`src/rtl/zle_pkg.sv`:
```
// Shared definitions for the zero run-length encoder (ZLE).
// Holds the state codes driven from the control FSM to the datapath,
// the state-code width, and the input/output token widths.
// Codes 10-15 are illegal. Code 9 (DONE) is legal only when the
// end-of-stream feature (ZLE_EOS_EN) is compiled in.
package zle_pkg;

  localparam int unsigned STATE_W = 4;
  localparam int unsigned I_W     = 3;
  localparam int unsigned O_W     = 4;

  typedef enum logic [STATE_W-1:0] {
    ST_START     = 4'd0,
    ST_START_T   = 4'd1,
    ST_START_E   = 4'd2,
    ST_ZEROS     = 4'd3,
    ST_ZEROS_T   = 4'd4,
    ST_ZEROS_T_T = 4'd5,
    ST_ZEROS_T_E = 4'd6,
    ST_ZEROS_E   = 4'd7,
    ST_PENDING   = 4'd8,
    ST_DONE      = 4'd9
  } zle_state_e;

endpackage

```
`src/rtl/zle_stat_cnt.sv`:
```
// Wrapping statistics counter with an increment enable.
// Ports:
//   clk_i   - clock
//   rst_ni  - asynchronous active-low reset (clears count)
//   inc_i   - add one this cycle
//   cnt_o   - current count; wraps modulo 2^W
module zle_stat_cnt #(
  parameter int unsigned W = 16
) (
  input  logic         clk_i,
  input  logic         rst_ni,
  input  logic         inc_i,
  output logic [W-1:0] cnt_o
);

  logic [W-1:0] cnt_q;

  always_ff @(posedge clk_i or negedge rst_ni) begin
    if (!rst_ni) begin
      cnt_q <= '0;
    end else if (inc_i) begin
      cnt_q <= cnt_q + W'(1);
    end
  end

  assign cnt_o = cnt_q;

endmodule

```
`src/rtl/zle_xc4_fsm.sv`:
```
// Control FSM for the ZLE datapath (3-bit tokens in, 4-bit tokens out).
// Sequences the DP through its state codes, owns the input consume and
// output valid/backpressure handshakes, and counts consumed/emitted tokens.
// Optional feature macro: ZLE_EOS_EN adds input i_eos and the DONE state.
// Ports:
//   clock, reset          - clock, asynchronous active-low reset
//   i_v / i_r             - input token present / consume (i_r from state)
//   i_eos                 - end-of-stream marker, qualified by i_v (ZLE_EOS_EN)
//   o_v / o_b             - output token valid (from state) / backpressure
//   f_start_i_eq_0        - DP flag i_d==0, honoured only in START
//   f_zeros_i_eq_0        - DP flag i_d==0, honoured only in ZEROS
//   f_zeros_t_cnt_eq_15   - DP flag run counter==15, honoured only in ZEROS_T
//   state                 - state code to DP
//   n_fire / n_emit       - consumed / accepted token counts, wrapping
module zle_xc4_fsm
  import zle_pkg::*;
#(
  parameter int unsigned FIRE_W = 16
) (
  input  logic                clock,
  input  logic                reset,
  input  logic                i_v,
`ifdef ZLE_EOS_EN
  input  logic                i_eos,
`endif
  output logic                i_r,
  output logic                o_v,
  input  logic                o_b,
  input  logic                f_start_i_eq_0,
  input  logic                f_zeros_i_eq_0,
  input  logic                f_zeros_t_cnt_eq_15,
  output logic [STATE_W-1:0]  state,
  output logic [FIRE_W-1:0]   n_fire,
  output logic [FIRE_W-1:0]   n_emit
);

  // Kept as a plain vector so illegal codes are representable and recoverable.
  logic [STATE_W-1:0] state_q, state_d;

`ifdef ZLE_EOS_EN
  // Remembers that the run now being flushed was closed by end-of-stream.
  logic eos_q, eos_d;
`endif

  // State register.
  always_ff @(posedge clock or negedge reset) begin
    if (!reset) begin
      state_q <= ST_START;
`ifdef ZLE_EOS_EN
      eos_q   <= 1'b0;
`endif
    end else begin
      state_q <= state_d;
`ifdef ZLE_EOS_EN
      eos_q   <= eos_d;
`endif
    end
  end

  // Next state and handshake outputs; i_r and o_v are never both high.
  always_comb begin
    state_d = state_q;
    i_r     = 1'b0;
    o_v     = 1'b0;
`ifdef ZLE_EOS_EN
    eos_d   = eos_q;
`endif
    case (state_q)
      ST_START: begin
        i_r = i_v;
        if (i_v) begin
          state_d = f_start_i_eq_0 ? ST_START_T : ST_START_E;
`ifdef ZLE_EOS_EN
          if (i_eos) state_d = ST_DONE;
`endif
        end
      end
      ST_START_T: state_d = ST_ZEROS;
      ST_START_E: begin
        o_v = 1'b1;
        if (!o_b) state_d = ST_START;
      end
      ST_ZEROS: begin
        i_r = i_v;
        if (i_v) begin
          state_d = f_zeros_i_eq_0 ? ST_ZEROS_T : ST_ZEROS_E;
`ifdef ZLE_EOS_EN
          // End-of-stream flushes the open run as a token, no literal follows.
          if (i_eos) begin
            state_d = ST_ZEROS_E;
            eos_d   = 1'b1;
          end
`endif
        end
      end
      ST_ZEROS_T:   state_d = f_zeros_t_cnt_eq_15 ? ST_ZEROS_T_T : ST_ZEROS_T_E;
      ST_ZEROS_T_E: state_d = ST_ZEROS;
      ST_ZEROS_T_T: begin
        // Capped run emitted; the current zero opens a fresh run.
        o_v = 1'b1;
        if (!o_b) state_d = ST_START_T;
      end
      ST_ZEROS_E: begin
        o_v = 1'b1;
        if (!o_b) begin
          state_d = ST_PENDING;
`ifdef ZLE_EOS_EN
          if (eos_q) state_d = ST_DONE;
`endif
        end
      end
      ST_PENDING: begin
        o_v = 1'b1;
        if (!o_b) state_d = ST_START;
      end
`ifdef ZLE_EOS_EN
      ST_DONE: state_d = ST_DONE;
`endif
      default: state_d = ST_START;
    endcase
  end

  assign state = state_q;

  zle_stat_cnt #(.W(FIRE_W)) u_fire_cnt (
    .clk_i  (clock),
    .rst_ni (reset),
    .inc_i  (i_v & i_r),
    .cnt_o  (n_fire)
  );

  zle_stat_cnt #(.W(FIRE_W)) u_emit_cnt (
    .clk_i  (clock),
    .rst_ni (reset),
    .inc_i  (o_v & ~o_b),
    .cnt_o  (n_emit)
  );

endmodule

```
`config.mk`:
```
export PLATFORM = sky130hd
export DESIGN_NAME = zle_xc4_fsm
export DESIGN_NICKNAME = d
export VERILOG_FILES = /design/src/rtl/zle_pkg.sv /design/src/rtl/zle_stat_cnt.sv /design/src/rtl/zle_xc4_fsm.sv
export SDC_FILE = /design/constraint.sdc
export NUM_CORES = 1
export LEC_CHECK = 0
export ABC_AREA = 0
export CAP_MARGIN = 10
export CELL_PAD_IN_SITES_DETAIL_PLACEMENT = 1
export CELL_PAD_IN_SITES_GLOBAL_PLACEMENT = 1
export CORE_AREA = 2 2 82 84
export CTS_CLUSTER_DIAMETER = 30
export CTS_CLUSTER_SIZE = 10
export DETAILED_ROUTE_END_ITERATION = 8
export DIE_AREA = 0 0 84 86
export PLACE_DENSITY = 0.66
export SYNTH_ARGS = -nofsm -noshare
export SYNTH_HDL_FRONTEND = slang
export SYNTH_SLANG_ARGS = --single-unit
```
`constraint.sdc`:
```
create_clock -name clock -period 2.7 [get_ports clock]
set_input_delay 0.54 -clock clock [delete_from_list [all_inputs] [get_ports clock]]
set_output_delay 0.54 -clock clock [all_outputs]
set_load 0.05 [all_outputs]
```
# Word level (Yosys, flattened, before mapping)
# Cells that the tools add are included.
# op_classes
add_sub_neg	2
eq_ne	13
muxes	11
n_bitwise	3
n_reduce_logical	6
# ops
op	n
$add 16x1->16 const B	2
$pmux 4 s7	1
$mux 4	5
$eq 4x3->1 const B	4
$ne 2x2->1 const B	5
$eq 4x2->1 const B	2
$mux 2	3
$reduce_or 2->1	3
$reduce_and 5->1	1
$eq 4x1->1 const B	1
$eq 4x4->1 const B	1
$logic_not 4->1	1
$reduce_or 4->1	1
$and 1x1->1	2
$mux 1	2
$not 1->1	1
# word_totals
regBits	36
in_bits	7
out_inout_bits	38
elab_cells	38

# Logic depth before layout (Yosys ltp)
# Gate-level depths: netlist of the first run.
# depth
word_depth	4
depth_mapped	6
depth_no_buf	5

# Cells and area by module
# A second synthesis of the first run with hierarchy kept.
# unflattened
hier_cells	154
hier_area_um2	1754.2
# modules_own_cells
mod	instances	cells_per_inst	area_each_um2	seq_area_each_um2
zle_stat_cnt	2	56	695.7	400.4
zle_xc4_fsm	1	42	362.8	100.1

# Worst setup path before layout of the first run
# No wires, ideal clock.
# synth_timing
path_type	flip-flop to output port
startpoint	register state_q[2] (netlist: state[2])
endpoint	output o_v
arrival_time_ns	2.252
t_required_ns	2.160
setup_slack_ns	-0.092
path_stages_with_launch	4
path_buffers	1
path_cell_list	dfrtp_1 -> clkbuf_1 -> inv_2 -> o31ai_1
# synth_via
elab_chain_cells	3
word_cells_on_any_way	6
classes_between	4 x eq/ne; 1 x mux; 1 x reduce/logical
# synth_rtl
element	line	rtl
from (decl)	zle_xc4_fsm.sv:38	logic [STATE_W-1:0] state_q, state_d;
from (signal assigned)	zle_xc4_fsm.sv:53	state_q <= state_d;
$eq 4x4->1 (tied with other cells)	zle_xc4_fsm.sv:68	case (state_q)
$reduce_or 4->1 (no source line) (*)	-	
$mux 1 (*)	zle_xc4_fsm.sv:68	
to (decl)	zle_xc4_fsm.sv:27	output logic o_v,
# Every way passes the cells marked *; elsewhere a longest branch is shown, timed or not.

# Worst setup path in the final report of the first run
# layout_timing
startpoint	register state_q[2] (netlist: state[2])
endpoint	output state[2]
# layout_rtl
element	line	rtl
to (decl)	zle_xc4_fsm.sv:32	output logic [STATE_W-1:0] state,
# No word-level cell between the ends.

==> summary.txt, run 1 <==
=======================================================================================
Synth Net Count ..........................................................          188
Post-layout power ........................................................      2.44 mW
Worst Hold Margin ........................................................       466 ps
Number of max-cap violations .............................................            0
Total power density per cell area ........................................   983 nW/µm²
Post-CTS sizing ..........................................................            0
Gate count after technology mapping ......................................          179
Instance area after placement ............................................     2380 µm²
Half-perimeter wire length after placement ...............................      3230 µm
Final instance count without filler cells ................................          303
TritonCTS clock tree .....................................................          yes
Crit Path Category .......................................................   reg -> out
Ordered list of cells on the worst path .................................. clkdlybuf4s50_1
Proportion of netlist area held by the largest area contributor ..........        48.8%
Number of clock buffers inserted by TritonCTS ............................            5
Remaining max-slew budget at the tightest pin ............................        66.0%
Worst Path Buf+Inv .......................................................            1
Antenna violations before repair .........................................            0
Site row count ...........................................................           29
Share of total power in sequential cells .................................        34.5%
Area of the die ..........................................................     7220 µm²
Final setup violating endpoints ..........................................            0
Number of enable flip-flop cells after synthesis .........................            0
Longest individual stage delay on the worst path .........................       890 ps
Setup skew after layout ..................................................      3.53 ps
Post-Place Cells .........................................................          296
Post-detailed-routing wire length ........................................      4390 µm
RSZ-0062 raised after global routing .....................................        false
Number of buffers inserted by hold repair at cts .........................            0
Post-CTS Setup Repair Bufs ...............................................            0
Final worst-path cycle share .............................................        85.0%
Die width ................................................................        84 µm
Average footprint of a synthesized cell ..................................     10.3 µm²
Worst hold path depth ....................................................            1
Warning count from the yosys run .........................................            0
Synth-to-layout area growth ..............................................        34.4%
Arrival time reported for the critical path endpoint .....................      1760 ps
Iteration count of the initial detailed-routing pass .....................            4
Share of total power consumed by net switching ...........................        46.4%
Layout cells sized above 1 ...............................................        9.29%
Number of violations reported at the end of detailed-routing iteration 0 .           48
Result of the run ........................................................ finished, final reports clean
Leading cell type in the layout, fill and taps excluded .................. clkdlybuf4s50_1
Routed length per instance ...............................................      14.5 µm
Top cell family by delay on the critical path ............................ buffers and inverters
Largest vdd supply drop ..................................................       584 µV
Async set-reset flop share out of synthesis ..............................         100%
Total clock sinks ........................................................           36
Die Span Y ...............................................................        86 µm
Clock-pin slew on the worst setup and hold paths .........................        70 ps
Netlist cell types .......................................................           40
Static power due to leakage ..............................................      1.05 nW
Pin count of the biggest net entering global routing .....................           37
Cell area after synthesis ................................................     1840 µm²
Clock Path Buffers .......................................................            2
Number of pins exceeding their max-slew limit in the final report ........            0
Number of global-route vias before repair ................................        1,534
H-tree depth reported by CTS .............................................            2
Final hold violations ....................................................            0
Nets .....................................................................          235
Classification of the worst-slack hold path ..............................   reg -> reg
Number of nets still failing antenna checks after routing ................            0
Sequential cell area fraction in the yosys report ........................        48.8%
Setup tns final ..........................................................         0 ps
Synthesis-stage register bit count .......................................           36
Root buffer selected by CTS ..............................................     clkbuf_8
Library cell contributing the largest single delay on the critical path .. clkdlybuf4s50_1
Most used cells in the layout excluding fill and tap cells ............... 42 x clkdlybuf4s50_1, 36 x dfrtp_1, 18 x xnor2_1, 14 x xor2_1, 13 x nand2_1
Crit end category ........................................................   output pin
Antenna cells ............................................................            0
Critical path depth in cells .............................................            1
Top-Level Pins ...........................................................           45
Total vias in the final route ............................................        1,502
Drt drc ..................................................................            0
Achievable frequency .....................................................      436 MHz
Core Region ..............................................................     6280 µm²
First-pass GRT wire length ...............................................      7620 µm
Sort of element at the start of the critical path ........................     register
Share of total power in combinational logic ..............................        48.7%
Worst reg-to-reg path cell count .........................................            4
RD Place Congestion ......................................................        0.775
Fill cells ...............................................................          711
Internal cell power ......................................................      1.31 mW
Buffers on Ports .........................................................           44
Initial Util .............................................................        29.4%
Clock latency at the later pin of the worst-skew pair ....................       280 ps
Required @ worst endpoint ................................................      2160 ps
Post-layout instance area ................................................     2480 µm²
Primary FF master, synth .................................................      dfrtp_1
Number of vias per cell after detailed routing ...........................         4.96
Congestion Overflow GR ...................................................            0
Cells taking the most area after synthesis ............................... dfrtp_1 49%, xnor2_1 8.5%, xor2_1 6.6%, nand4_1 3.4%, nand3_1 3.0%
Net switching power of the design ........................................      1.13 mW
Worst slew pin tran ......................................................       508 ps
Crit-path max FO .........................................................           13
Clk pwr share ............................................................        16.8%
Post-synthesis cell type with the largest combined area ..................      dfrtp_1
Shortest clock period the worst path allows after layout .................      2300 ps
GRT Total Usage ..........................................................        13.0%
=======================================================================================
[routing by layer]
| metal | track usage (%) | vias up | share of wire [%] | wire [µm] |
|---|---|---|---|---|
| met1 | 17.2 | 747 | 47 | 2080 |
| li1 | - | 723 | - | - |
| met5 | 0 | - | 0 | 0 |
| met2 | 21.0 | 27 | 49 | 2150 |
| met3 | 2.60 | 5 | 2.2 | 96 |
| met4 | 4.84 | 0 | 1.4 | 62 |
[registers in the layout, indices dropped and copies added, names as in the netlist]
signal,flops
u_emit_cnt.cnt_o,16
u_fire_cnt.cnt_o,16
state,4
[power by group through the flow]
| stage | sequential [mW] | clock, mW | combinational, mW |
|---|---|---|---|
| floorplan | 1.14 | 0 | 0.498 |
| global placement | 0.853 | 0 | 1.19 |
| detailed placement | 0.856 | 0 | 1.20 |
| CTS | 0.846 | 0.422 | 1.20 |
| global route | 0.872 | 0.447 | 1.27 |
| finish | 0.841 | 0.410 | 1.19 |
[cell usage after synthesis, types with 3 or more instances]
master / instances
dfrtp_1: 36
xnor2_1: 18
xor2_1: 14
nand2_1: 13
nand3_1: 11
nand4_1: 10
nor2_1: 7
nor3_1: 6
and2_1: 5
a21oi_1: 4
and3_1: 4
and4_1: 4
inv_2: 4
buf_2: 3
inv_1: 3
nor3_2: 3
o211ai_1: 3
o21ai_1: 3
[through the flow]
stage | setup slack, ps | utilization, %
final | 404 | 39.5
after global routing | 317 | 39.5
after CTS | 378 | 39.5
after detailed placement | 267 | 38.0
after global placement | 308 | 38.0
after floorplan | 331 | -
[final timing paths]
path	startpoint	endpoint	slack, ps
worst max-delay path	state[2]	state[2]	400
worst min register to register	u_fire_cnt.cnt_o[15]	u_fire_cnt.cnt_o[15]	470
worst max register to register	state[0]	u_fire_cnt.cnt_o[14]	700
max in group asynchronous	reset	state[3]	1680
min in group asynchronous	reset	u_emit_cnt.cnt_o[5]	670
worst min-delay path	u_fire_cnt.cnt_o[15]	u_fire_cnt.cnt_o[15]	470
[worst register-to-register path, stage by stage (launching register included)]
cell     delay (ps)
dfrtp_1         520
xor2_1          250
or4_1           700
nor4_4          320
xnor2_1         140
[kinds of logic (layout without fill, tap and decap cells)]
kind of cell,Yosys count,in the layout,synth area share [%]
adder cells (fa/ha/maj),2,2,1.36
XOR/XNOR,32,32,15.2
AND/OR/NAND/NOR,73,73,23.4
buffers and inverters,15,62,3.46
flip-flops,36,36,48.8
AO/OA/AOI/OAI,19,19,6.58
multiplexers,2,2,1.15
[cell type report]
class,instances,area (µm²),share of cell area [%]
Timing Repair Buffer,47,470,19.0
Sequential cell,36,901,36.3
Inverter,8,30.0,1.21
Clock buffer,7,96.3,3.89
Tap cell,77,96.3,3.89
Multi-Input combinational cell,128,885,35.7
(Power assumes the default switching activity.)
==> run 2: changes to the inputs <==
--- a/config.mk
+++ b/config.mk
@@ -7,14 +7,14 @@
 export LEC_CHECK = 0
 export ABC_AREA = 0
 export CAP_MARGIN = 10
-export CELL_PAD_IN_SITES_DETAIL_PLACEMENT = 1
+export CELL_PAD_IN_SITES_DETAIL_PLACEMENT = 0
 export CELL_PAD_IN_SITES_GLOBAL_PLACEMENT = 1
-export CORE_AREA = 2 2 82 84
+export CORE_AREA = 2 2 71 73
 export CTS_CLUSTER_DIAMETER = 30
 export CTS_CLUSTER_SIZE = 10
 export DETAILED_ROUTE_END_ITERATION = 8
-export DIE_AREA = 0 0 84 86
-export PLACE_DENSITY = 0.66
+export DIE_AREA = 0 0 73 75
+export PLACE_DENSITY = 0.84
 export SYNTH_ARGS = -nofsm -noshare
 export SYNTH_HDL_FRONTEND = slang
 export SYNTH_SLANG_ARGS = --single-unit
==> run 2 against run 1 <==
  * Combinational power about the same
  * Critical path type unchanged
  * Count of clock-buffer cells in the layout is the same
  * Sequential power barely moved
  * Sequential cell count did not move
  * Non-clock buffer count fell by 1
==> summary.txt, run 2 (synthesis gave the netlist of run 1 again) <==
=======================================================================================
Worst reg-to-reg path cell count .........................................            4   unchanged
Final hold violations ....................................................            0   unchanged
Final setup violating endpoints ..........................................            0   unchanged
Layout cells sized above 1 ...............................................        9.29%   unchanged
Post-CTS sizing ..........................................................            0   unchanged
Sort of element at the start of the critical path ........................     register
Clock Path Buffers .......................................................            2   unchanged
Clock latency at the later pin of the worst-skew pair ....................       290 ps   about the same
RD Place Congestion ......................................................        0.800   +3.3%
Setup tns final ..........................................................         0 ps   unchanged
Shortest clock period the worst path allows after layout .................      2390 ps   +93.9 ps
Root buffer selected by CTS ..............................................     clkbuf_8
Site row count ...........................................................           25   -14%
Worst slew pin tran ......................................................       501 ps   -7.18 ps
Routed length per instance ...............................................      13.6 µm   -6.4%
Number of clock buffers inserted by TritonCTS ............................            5   unchanged
Antenna cells ............................................................            0   unchanged
Post-detailed-routing wire length ........................................      3800 µm   -13%
Total clock sinks ........................................................           36   unchanged
Initial Util .............................................................        39.6%   +10 points
Result of the run ........................................................ finished, final reports clean
Arrival time reported for the critical path endpoint .....................      1850 ps   +90 ps
Congestion Overflow GR ...................................................            0   unchanged
Number of violations reported at the end of detailed-routing iteration 0 .           55   +15%
Final instance count without filler cells ................................          280   -7.6%
Post-CTS Setup Repair Bufs ...............................................            0   unchanged
Static power due to leakage ..............................................      1.06 nW   +0.83%
Number of global-route vias before repair ................................        1,267   -17%
Crit-path max FO .........................................................           14   +1
Achievable frequency .....................................................      418 MHz   -3.9%
Largest vdd supply drop ..................................................       639 µV   +9.4%
Setup skew after layout ..................................................      4.86 ps   +1.33 ps
Post-Place Cells .........................................................          272   -8.1%
Clock-pin slew on the worst setup and hold paths .........................        70 ps   about the same
Worst Hold Path EP ....................................................... u_emit_cnt.cnt_o[15]
Final worst-path cycle share .............................................        88.5%   +3.5 points
Reg-to-reg endpoint ...................................................... u_fire_cnt.cnt_o[14]
Top cell family by delay on the critical path ............................ buffers and inverters
Leading cell type in the layout, fill and taps excluded .................. clkdlybuf4s50_1
Most used cells in the layout excluding fill and tap cells ............... 42 x clkdlybuf4s50_1, 36 x dfrtp_1, 18 x xnor2_1, 14 x xor2_1, 13 x nand2_1
Post-layout instance area ................................................     2470 µm²   -0.25%
Die Span Y ...............................................................        75 µm   -13%
Ordered list of cells on the worst path .................................. clkdlybuf4s50_1
Number of max-cap violations .............................................            0   unchanged
Longest individual stage delay on the worst path .........................       900 ps   about the same
Buffers on Ports .........................................................           44   unchanged
Register-to-register setup slack .........................................       710 ps   about the same
Total power density per cell area ........................................  1020 nW/µm²   +3.9%
Crit end category ........................................................   output pin
Classification of the worst-slack hold path ..............................   reg -> reg
Library cell contributing the largest single delay on the critical path .. clkdlybuf4s50_1
Pin count of the biggest net entering global routing .....................           37   unchanged
Fin util .................................................................        53.0%   +14 points
Core Region ..............................................................     4660 µm²   -26%
First-pass GRT wire length ...............................................      6070 µm   -20%
Synth-to-layout area growth ..............................................        34.1%
Number of vias per cell after detailed routing ...........................         5.21   +5.2%
Die width ................................................................        73 µm   -13%
Total vias in the final route ............................................        1,460   -2.8%
Beginning of the critical path ...........................................     state[3]
Drt drc ..................................................................            0   unchanged
Half-perimeter wire length after placement ...............................      2670 µm   -17%
Antenna violations before repair .........................................            0   unchanged
Top-Level Pins ...........................................................           45   unchanged
GRT Total Usage ..........................................................        14.6%   +1.6 points
Crit Path Category .......................................................   reg -> out
Worst hold path depth ....................................................            1   unchanged
Reg-to-Reg Start .........................................................     state[0]
Number of buffers inserted by hold repair at cts .........................            0   unchanged
RSZ-0062 raised after global routing .....................................        false
Area of the die ..........................................................     5480 µm²   -24%
Remaining max-slew budget at the tightest pin ............................        66.5%   +0.48 points
Worst Path Buf+Inv .......................................................            1   unchanged
Number of nets still failing antenna checks after routing ................            0   unchanged
Iteration count of the initial detailed-routing pass .....................            4   unchanged
Worst min-delay path startpoint .......................................... u_emit_cnt.cnt_o[15]
Required @ worst endpoint ................................................      2160 ps   about the same
Number of pins exceeding their max-slew limit in the final report ........            0   unchanged
Instance area after placement ............................................     2350 µm²   -1.5%
H-tree depth reported by CTS .............................................            2   unchanged
TritonCTS clock tree .....................................................          yes
Nets .....................................................................          234   -0.43%
=======================================================================================
run 2: layout make-up:
cell class | instances | area, µm²
fillers | 421 | 2190
flip-flops and latches | 36 | 901
multi-input cells | 128 | 885
repair buffers | 46 | 463
clock buffers | 7 | 96.3
well taps | 54 | 67.6
clock inverters | 1 | 30.0
inverters | 8 | 30.0
run 2: routing by layer:
metal  track usage, %  vias up  share of wire, %
met5                0        -                 0
met4             6.17        0               1.6
met3             4.02        6               4.4
met2             20.3       43                45
met1             21.2      690                49
li1                 -      721                 -
run 2: per-stage QoR:
stage          power [mW]  setup slack, ps  hold slack [ps]
2_1_floorplan        1.63              331              244
3_3_place_gp         2.01              320              455
3_5_place_dp         2.02              305              460
4_1_cts              2.55              306              472
5_1_grt              2.66              256              480
6_report             2.53              310              464
run 2: power breakdown:
part | switching (mW) | total (mW) | internal (mW)
Sequential | 0.192 | 0.839 | 0.647
Combinational | 0.740 | 1.17 | 0.430
Clock | 0.192 | 0.518 | 0.326
run 2: how the worst max path moves through the flow:
| stage | to | depth (start not counted) |
|---|---|---|
| after detailed placement | u_fire_cnt.cnt_o[14] | 5 |
| final | state[3] | 1 |
| after global placement | u_fire_cnt.cnt_o[14] | 5 |
| after global routing | state[3] | 1 |
| after CTS | state[3] | 1 |
| after floorplan | o_v | 3 |
